File: src/rtl/ball_physics.sv
// Pong ball engine: steps the square on a prescaled tick, reflects it off walls
// and paddles, scores misses and sequences the serve / game-over flow.
module ball_physics #(
  parameter int CLK_HZ      = 25_175_000,
  parameter int H_VIDEO     = 640,
  parameter int V_VIDEO     = 480,
  parameter int SQ_SIZE     = 12,
  parameter int PDL_WIDTH   = 8,
  parameter int PDL_HEIGHT  = 96,
  parameter int BALL_SPEED  = 300,
  parameter int SERVE_DELAY = 25_175_000,
  parameter int WIN_SCORE   = 7
) (
  input  logic       clk_0,
  input  logic       rst,
  input  logic       reset_game,
  input  logic       game_active,
  input  logic [9:0] p1_xpos,
  input  logic [9:0] p1_ypos,
  input  logic [9:0] p2_xpos,
  input  logic [9:0] p2_ypos,
  output logic [9:0] sq_xpos,
  output logic [9:0] sq_ypos,
  output logic       sq_xveldir,
  output logic       sq_yveldir,
  output logic       sq_missed,
  output logic [3:0] score_p1,
  output logic [3:0] score_p2,
  output logic       game_over
);

  localparam int PSC_LIMIT = CLK_HZ / BALL_SPEED;
  localparam int PSC_W     = $clog2(PSC_LIMIT + 2);
  localparam int DLY_W     = $clog2(SERVE_DELAY + 1);

  localparam logic [9:0]       CX       = 10'((H_VIDEO - SQ_SIZE) / 2);
  localparam logic [9:0]       CY       = 10'((V_VIDEO - SQ_SIZE) / 2);
  localparam logic [10:0]      SQ11     = 11'(SQ_SIZE);
  localparam logic [10:0]      H11      = 11'(H_VIDEO);
  localparam logic [10:0]      V11      = 11'(V_VIDEO);
  localparam logic [10:0]      PW11     = 11'(PDL_WIDTH);
  localparam logic [10:0]      PH11     = 11'(PDL_HEIGHT);
  localparam logic [PSC_W-1:0] PSC_MAX  = PSC_W'(PSC_LIMIT);
  localparam logic [DLY_W-1:0] DLY_LAST = DLY_W'(SERVE_DELAY - 1);
  localparam logic [3:0]       WIN      = 4'(WIN_SCORE);

  typedef enum logic [2:0] {S_IDLE, S_SERVE, S_PLAY, S_MISS, S_OVER} state_t;

  state_t           state_q, state_d;
  logic [9:0]       x_q, x_d, y_q, y_d;
  logic             xdir_q, xdir_d, ydir_q, ydir_d;
  logic             missed_q, missed_d, over_q, over_d;
  logic             serve_dir_q, serve_dir_d;
  logic [3:0]       s1_q, s1_d, s2_q, s2_d;
  logic [PSC_W-1:0] psc_q, psc_d;
  logic [DLY_W-1:0] dly_q, dly_d;

  // All geometry is done at 11 bits so edge sums never wrap.
  logic [10:0] x_ext, y_ext, x_right, y_bot, p1_face;
  logic        ov1, ov2, tick, miss_l, miss_r, hit_l, hit_r, wall_t, wall_b;
  logic [3:0]  last_score;

  assign x_ext   = {1'b0, x_q};
  assign y_ext   = {1'b0, y_q};
  assign x_right = x_ext + SQ11;
  assign y_bot   = y_ext + SQ11;
  assign p1_face = {1'b0, p1_xpos} + PW11;
  assign ov1     = (y_bot > {1'b0, p1_ypos}) && (y_ext < ({1'b0, p1_ypos} + PH11));
  assign ov2     = (y_bot > {1'b0, p2_ypos}) && (y_ext < ({1'b0, p2_ypos} + PH11));
  assign tick    = (psc_q == PSC_MAX);
  assign miss_l  = !xdir_q && (x_q == 10'd0);
  assign miss_r  = xdir_q && (x_right == H11);
  assign hit_l   = !xdir_q && (x_ext == p1_face) && ov1;
  assign hit_r   = xdir_q && (x_right == {1'b0, p2_xpos}) && ov2;
  assign wall_t  = !ydir_q && (y_q == 10'd0);
  assign wall_b  = ydir_q && (y_bot == V11);
  // serve_dir records who scored last, so it also selects the score to test for a win.
  assign last_score = serve_dir_q ? s1_q : s2_q;

  function automatic logic [3:0] sat_inc(input logic [3:0] s);
    return (s == 4'd15) ? s : s + 4'd1;
  endfunction

  always_comb begin
    state_d     = state_q;
    x_d         = x_q;
    y_d         = y_q;
    xdir_d      = xdir_q;
    ydir_d      = ydir_q;
    missed_d    = 1'b0;
    over_d      = over_q;
    serve_dir_d = serve_dir_q;
    s1_d        = s1_q;
    s2_d        = s2_q;
    psc_d       = psc_q;
    dly_d       = dly_q;

    if (reset_game) begin
      state_d     = S_IDLE;
      x_d         = CX;
      y_d         = CY;
      ydir_d      = 1'b1;
      over_d      = 1'b0;
      serve_dir_d = 1'b1;
      s1_d        = 4'd0;
      s2_d        = 4'd0;
      psc_d       = '0;
      dly_d       = '0;
    end else begin
      case (state_q)
        S_IDLE: begin
          x_d = CX;
          y_d = CY;
          if (game_active) begin
            state_d = S_SERVE;
            dly_d   = '0;
          end
        end
        S_SERVE: begin
          x_d = CX;
          y_d = CY;
          if (!game_active) begin
            state_d = S_IDLE;
          end else if (dly_q == DLY_LAST) begin
            state_d = S_PLAY;
            psc_d   = '0;
            dly_d   = '0;
            xdir_d  = serve_dir_q;
            ydir_d  = ~ydir_q;
          end else begin
            dly_d = dly_q + 1'b1;
          end
        end
        S_PLAY: begin
          if (!game_active) begin
            state_d = S_IDLE;
            x_d     = CX;
            y_d     = CY;
          end else if (!tick) begin
            psc_d = psc_q + 1'b1;
          end else begin
            psc_d = '0;
            if (miss_l) begin
              state_d     = S_MISS;
              s2_d        = sat_inc(s2_q);
              serve_dir_d = 1'b0;
              missed_d    = 1'b1;
            end else if (miss_r) begin
              state_d     = S_MISS;
              s1_d        = sat_inc(s1_q);
              serve_dir_d = 1'b1;
              missed_d    = 1'b1;
            end else begin
              if (hit_l) begin
                xdir_d = 1'b1;
                x_d    = x_q + 10'd1;
              end else if (hit_r) begin
                xdir_d = 1'b0;
                x_d    = x_q - 10'd1;
              end else begin
                x_d = xdir_q ? x_q + 10'd1 : x_q - 10'd1;
              end
              if (wall_t) begin
                ydir_d = 1'b1;
                y_d    = y_q + 10'd1;
              end else if (wall_b) begin
                ydir_d = 1'b0;
                y_d    = y_q - 10'd1;
              end else begin
                y_d = ydir_q ? y_q + 10'd1 : y_q - 10'd1;
              end
            end
          end
        end
        S_MISS: begin
          x_d = CX;
          y_d = CY;
          if (last_score == WIN) begin
            state_d = S_OVER;
            over_d  = 1'b1;
          end else begin
            state_d = S_SERVE;
            dly_d   = '0;
          end
        end
        S_OVER: begin
          x_d = CX;
          y_d = CY;
        end
        default: state_d = S_IDLE;
      endcase
    end
  end

  always_ff @(posedge clk_0 or negedge rst) begin
    if (!rst) begin
      state_q     <= S_IDLE;
      x_q         <= CX;
      y_q         <= CY;
      xdir_q      <= 1'b1;
      ydir_q      <= 1'b1;
      missed_q    <= 1'b0;
      over_q      <= 1'b0;
      serve_dir_q <= 1'b1;
      s1_q        <= 4'd0;
      s2_q        <= 4'd0;
      psc_q       <= '0;
      dly_q       <= '0;
    end else begin
      state_q     <= state_d;
      x_q         <= x_d;
      y_q         <= y_d;
      xdir_q      <= xdir_d;
      ydir_q      <= ydir_d;
      missed_q    <= missed_d;
      over_q      <= over_d;
      serve_dir_q <= serve_dir_d;
      s1_q        <= s1_d;
      s2_q        <= s2_d;
      psc_q       <= psc_d;
      dly_q       <= dly_d;
    end
  end

  assign sq_xpos    = x_q;
  assign sq_ypos    = y_q;
  assign sq_xveldir = xdir_q;
  assign sq_yveldir = ydir_q;
  assign sq_missed  = missed_q;
  assign score_p1   = s1_q;
  assign score_p2   = s2_q;
  assign game_over  = over_q;

endmodule

File: config.mk
export PLATFORM = sky130hd
export DESIGN_NAME = ball_physics
export DESIGN_NICKNAME = d
export VERILOG_FILES = /design/src/rtl/ball_physics.sv
export SDC_FILE = /design/constraint.sdc
export NUM_CORES = 1
export LEC_CHECK = 0
export CELL_PAD_IN_SITES_DETAIL_PLACEMENT = 1
export CELL_PAD_IN_SITES_GLOBAL_PLACEMENT = 1
export CORE_UTILIZATION = 48
export CTS_BUF_LIST = sky130_fd_sc_hd__clkbuf_8
export CTS_CLUSTER_SIZE = 8
export DETAILED_ROUTE_END_ITERATION = 7
export MAX_ROUTING_LAYER = met4
export PLACE_DENSITY = 0.95
export SLEW_MARGIN = 10
export SYNTH_ARGS = -nofsm -noshare
export SYNTH_HDL_FRONTEND = slang
export SYNTH_SLANG_ARGS = --single-unit
File: constraint.sdc
create_clock -name clk_0 -period 10.5 [get_ports clk_0]
set_input_delay 1.575 -clock clk_0 [delete_from_list [all_inputs] [get_ports clk_0]]
set_output_delay 1.575 -clock clk_0 [all_outputs]
set_load 0.005 [all_outputs]
## Word-level counts from Yosys, hierarchy flattened

Cells that the tools add are included.

- Mux-type cells: 88
- Add/subtract/negate cells: 13
- $lt $le $gt $ge: 4
- Eq/ne operators: 38
- Bitwise logic cells: 2
- Reductions and logical operators: 38

Operators with widths:

| kind | number |
|---|---|
| two-way mux 10 bit | 16 |
| two-way mux 25 bit | 5 |
| two-way mux 17 bit | 5 |
| case mux 25 bit (3 select lines) | 1 |
| two-way mux 4 bit | 14 |
| case mux 10 bit (2 select lines) | 2 |
| case mux 17 bit (2 select lines) | 1 |
| adder 10 x 4 -> 11 bit, second input constant | 3 |
| two-way mux 1 bit | 32 |
| two-way mux 3 bit | 9 |
| inequality test 3 bit, second input constant | 9 |
| adder 25 x 1 -> 25 bit, second input constant | 1 |
| == test 25 bit, second input constant | 1 |
| adder 10 x 7 -> 11 bit, second input constant | 2 |
| greater-than comparator 11 x 10 -> 1 bit | 2 |
| < comparator 10 x 11 -> 1 bit | 2 |
| adder 10 x 1 -> 10 bit, second input constant | 2 |
| zero test 10 bit | 2 |
| inequality test 2 bit, second input constant | 10 |
| inequality test 4 bit, second input constant | 5 |
| subtractor 10 x 1 -> 10 bit, second input constant | 2 |
| adder 17 x 1 -> 17 bit, second input constant | 1 |
| == test 17 bit, second input constant | 1 |
| AND reduction 4 bit | 4 |
| 26 further kinds | 51 |

- Word-level logic and storage cells: 195
- Output and inout bits: 32
- Bits in registers: 78

## Depth between registers and ports, before layout

- Word-level depth: 12
- Mapped depth: 16
- Depth with buffers taken out: 15

## Worst setup path after synthesis

Ideal clock, no wire load.

- Path kind: input -> register
- Start point: input port p2_ypos[5]
- End point: register x_q[5] (netlist: sq_xpos[5])
- Library setup time: 0.077 ns
- Slack: 6.627 ns
- Arrival time: 3.795 ns
- Cell stages on the path: 12
- Path buffers: 1
- Cells stage by stage: inv_1 > ha_1 > ha_1 > and3_1 > a221o_1 > a31oi_1 > o32a_1 > a41o_1 > buf_2 > nand4_1 > a211oi_1 > o21ba_2

- Longest elaborated chain between the ends: 12
- Elaborated cells on any way between the ends: 13
- Those cells by class: add/sub: 1; order compare: 2; mux: 8; reduce/logical: 2

Ends and longest elaborated chain:

| element | RTL line | RTL |
|---|---|---|
| start, declared | 21 | `input logic [9:0] p2_ypos,` |
| adder 10 x 7 -> 11 bit | 69 | `assign ov2 = (y_bot > {1'b0, p2_ypos}) && (y_ext < ({1'b0, p2_ypos} + PH11));` |
| < comparator 10 x 11 -> 1 bit | 69 |  |
| logical AND 1 bit * | 69 |  |
| logical AND 1 bit * | 74 | `assign hit_r = xdir_q && (x_right == {1'b0, p2_xpos}) && ov2;` |
| two-way mux 10 bit * | 157 | `end else if (hit_r) begin` |
| two-way mux 10 bit * | 154 | `if (hit_l) begin` |
| two-way mux 10 bit * | 148 | `end else if (miss_r) begin` |
| two-way mux 10 bit * | 143 | `if (miss_l) begin` |
| two-way mux 10 bit * | 139 | `end else if (!tick) begin` |
| two-way mux 10 bit * | 135 | `if (!game_active) begin` |
| case mux 10 bit (2 select lines) * | 110 | `case (state_q)` |
| two-way mux 10 bit * | 98 | `if (reset_game) begin` |
| end signal, assigned | 198 | `x_q <= CX;` |
| end signal, assigned | 211 | `x_q <= x_d;` |
| end, declared | 50 | `logic [9:0] x_q, x_d, y_q, y_d;` |

Mark *: on every way between the ends. The rest lies on a longest branch, timed or not. The select of a mux whose other input is x is not followed.
A chain may end at the register's enable or synchronous reset.

## Worst setup path after layout

- Start point: input port p2_ypos[5]
- End point: register x_q[9] (netlist: sq_xpos[9])

The elaborated chain is that of the path after synthesis.

==> parameters.txt <==
Parameter                              Value

Global routing
  Vias in the first global route ... 6798
  Combined global-route utilization of all metal layers ... 31.1%
  Initial antenna violation count ... 0
  Largest net degree at the start of global routing ... 79
  First-pass GRT wire length ... 34100 um
  Total congestion overflow ... 0

Clock network
  Post-CTS Setup Inserts ... 0
  CTS tree ... yes
  Maximum level of the CTS H-tree ... 3
  Clk buf depth ... 2
  CTS Root Buffer Type ... sky130_fd_sc_hd__clkbuf_8
  Number of clock buffers inserted by TritonCTS ... 9
  Clock network latency to the later pin of the worst-skew pair ... 0.37 ns
  CTS hold repair buffers ... 0
  Register clock-pin slew on the reported worst setup and hold paths ... 0.08 ns
  Resized Gates After CTS ... 0
  Clock tree sinks ... 78

Finish
  Multi-input logic area ... 0.00420 sq mm
  Number of antenna diodes ... 0
  Combined flip-flop and latch cell area ... 0.00197 sq mm
  Share of cells above drive strength 1 ... 6.03%
  Layout filler cell count ... 1599
  Syn-to-layout area delta ... 16.4%
  Number of nets at the end of the flow ... 941
  Final core occ ... 57.2%

Flow run
  Max-cap violations ... 0

Placement
  Gpl congestion ... 0.911
  Post-detailed-placement half-perimeter wirelength ... 15300 um
  Port Buffer Count ... 75

Drt
  Routed length per placed instance ... 20.0 um
  Post-detailed-route DRC marker count ... 0
  Total length of routed wires ... 20500 um
  Iteration count of the initial detailed-routing pass ... 4
  Routed Antenna Nets ... 0
  Ratio of routed vias to standard cells ... 6.18
  Initial drt markers ... 333
  Detailed-route via count ... 6315

Logic synthesis
  Ys async rst share ... 100%
  Most instantiated cells after synthesis ... sky130_fd_sc_hd__nor2_1 (68), sky130_fd_sc_hd__dfrtp_1 (65), sky130_fd_sc_hd__nand2_1 (63), sky130_fd_sc_hd__o21ai_0 (59), sky130_fd_sc_hd__ha_1 (56)
  Portion of netlist area occupied by mux cells ... 2.30%
  Sequential area share after synthesis ... 30.4%
  Mapped Cells ... 780
  Cell Area, Synth ... 0.00648 sq mm
  Most common flop cell mapped by yosys ... sky130_fd_sc_hd__dfrtp_1
  Main combinational cell family by area after synthesis ... simple AND/OR/NAND/NOR gates
  Top post-synthesis cells by area ... sky130_fd_sc_hd__dfrtp_1 (25%), sky130_fd_sc_hd__ha_1 (11%), sky130_fd_sc_hd__dfstp_2 (5.3%)
  Adder-cell area share of the yosys netlist ... 10.8%
  Synth top area share ... 25.1%
  Distinct cell type count after synthesis ... 73
  Total of flip-flops plus latches after synthesis ... 78
  Largest area contributor in the netlist ... sky130_fd_sc_hd__dfrtp_1
  Number of flops mapped to enable cells by yosys ... 0
  Share of synthesized cell area in and, or, nand and nor gates ... 24.6%
  Area share of xor/xnor cells in the synthesized design ... 7.03%
  Cell with the most instances after synthesis ... sky130_fd_sc_hd__nor2_1
  Syn. warnings ... 0
  Post-Syn Area per Cell ... 8.31 sq um
  Compound-cell area share of the yosys netlist ... 19.9%
  Total nets after synthesis ... 880

Worst setup path
  Kind of end point of the critical path ... register
  Startpoint type of the worst setup path ... input pin
  Critical Path Fanout Max ... 9
  Critical path class ... input pin to register
  Critical path arrival ... 4.80 ns
  Worst EP required ... 10.77 ns

Die
  Number of top-level pins ... 76
  Number of placement rows ... 42
  Overall die width ... 118 um
  Initial core utilization ... 49.1%
  Core area ... 0.0132 sq mm
  Die area ... 0.0140 sq mm
  Die height ... 118 um

STA
  Worst-case hold slack ... 0.484 ns
  Setup violators final ... 0
  Hold violation total from the final report ... 0
  Crit path time final ... 4.53 ns
  Clock skew ... 0.0125 ns
  Max Freq ... 0.221 GHz
  Final total negative setup slack ... 0 ns
  Max-Slew Margin vs Limit ... 31.2%
  Worst-margin pin slew ... 1.03 ns
  Number of pins with negative max-slew slack in the final report ... 0
  Final worst-path cycle share ... 43.2%
  RSZ-0062 raised after global routing ... no

Min path
  Class of the worst hold path ... register to register

Run status
  Run status ... finished, final reports clean

Power
  Pleak ... 3.20 nW
  Maximum vdd ir drop ... 65.3 uV
  Total power per unit cell area ... 81.3 mW/mm^2
## worst paths after layout
path                            start         end  slack [ns]  cells after the start
max reg2reg                sq_ypos[2]  sq_xpos[9]        6.30                     15
min                          dly_q[9]    dly_q[9]        0.48                      1
min in group asynchronous         rst  sq_xpos[7]        1.35                      1
max in group asynchronous         rst   psc_q[10]        8.45                      1
min reg2reg                  dly_q[9]    dly_q[9]        0.48                      1
max                        p2_ypos[5]  sq_xpos[9]        5.97                     12
## critical path: stages
cell                              delay, ns
sky130_fd_sc_hd__clkdlybuf4s50_1       0.55
sky130_fd_sc_hd__inv_1                 0.09
sky130_fd_sc_hd__ha_1                  0.30
sky130_fd_sc_hd__ha_1                  0.29
sky130_fd_sc_hd__and3_1                0.20
sky130_fd_sc_hd__a221o_1               0.30
sky130_fd_sc_hd__a31oi_1               0.18
sky130_fd_sc_hd__o32a_1                0.27
sky130_fd_sc_hd__a41o_1                0.41
sky130_fd_sc_hd__a211oi_1              0.16
sky130_fd_sc_hd__o31a_1                0.26
sky130_fd_sc_hd__o21ai_0               0.20
## flip-flops by register name, indices dropped and copies added (netlist names)
register / cells
sq_yveldir: 1
psc_q: 17
state_q: 3
game_over: 1
sq_ypos: 10
score_p1: 4
serve_dir_q: 1
sq_xveldir: 1
sq_xpos: 10
sq_missed: 1
dly_q: 25
score_p2: 4
## area by class of cell
type / count / share of cell area (%)
clock buffers: 10 / 1.83
multi-input cells: 625 / 55.7
flip-flops and latches: 78 / 26.1
clock inverters: 6 / 0.813
inverters: 49 / 2.44
repair buffers: 78 / 10.2
well taps: 176 / 2.92
## per-layer routing
metal / GRT usage [%] / vias up / share of wire (%)
met3: 5.02 / 49 / 3.2
met1: 37.1 / 3155 / 42
met4: 11.5 / 0 / 2.9
met5: - / - / 0
li1: - / 2969 / -
met2: 52.9 / 142 / 52
## kinds of logic after synthesis
| kind of cell | Yosys count |
|---|---|
| adder cells (fa/ha/maj) | 56 |
| XOR/XNOR | 52 |
| AND/OR/NAND/NOR | 307 |
| multiplexers | 14 |
| buffers and inverters | 77 |
| AO/OA/AOI/OAI | 196 |
| flip-flops | 78 |
## metrics by stage
stage | total power, mW | area (sq um) | setup slack [ns] | cells
global placement | 0.378 | 7340 | 5.78 | 1006
global route | 0.638 | 7540 | 5.77 | 1022
detailed placement | 0.383 | 7340 | 5.65 | 1006
CTS | 0.617 | 7530 | 6.02 | 1022
floorplan | 0.345 | 6480 | 6.63 | 780
finish | 0.613 | 7540 | 5.97 | 1022
## cell usage in the layout, fill, tap and decap left out, types with 26 or more instances in the layout
cell / Yosys / final
sky130_fd_sc_hd__o21ai_0: 59 / 59
sky130_fd_sc_hd__xnor2_1: 26 / 26
sky130_fd_sc_hd__nand2_1: 63 / 63
sky130_fd_sc_hd__ha_1: 56 / 56
sky130_fd_sc_hd__nor2_1: 68 / 68
sky130_fd_sc_hd__xor2_1: 26 / 26
sky130_fd_sc_hd__nor3_1: 27 / 27
sky130_fd_sc_hd__nand3_1: 33 / 33
sky130_fd_sc_hd__dfrtp_1: 65 / 65
sky130_fd_sc_hd__clkdlybuf4s50_1: 0 / 74
sky130_fd_sc_hd__inv_1: 49 / 49
sky130_fd_sc_hd__a21oi_1: 34 / 34
## where the power goes
part	internal [mW]	switching [mW]	leakage (nW)
Combinational	0.0337	0.0427	2.05
Sequential	0.301	0.000840	1.04
Clock	0.116	0.119	0.102
Power figures use the tool's default switching activity.
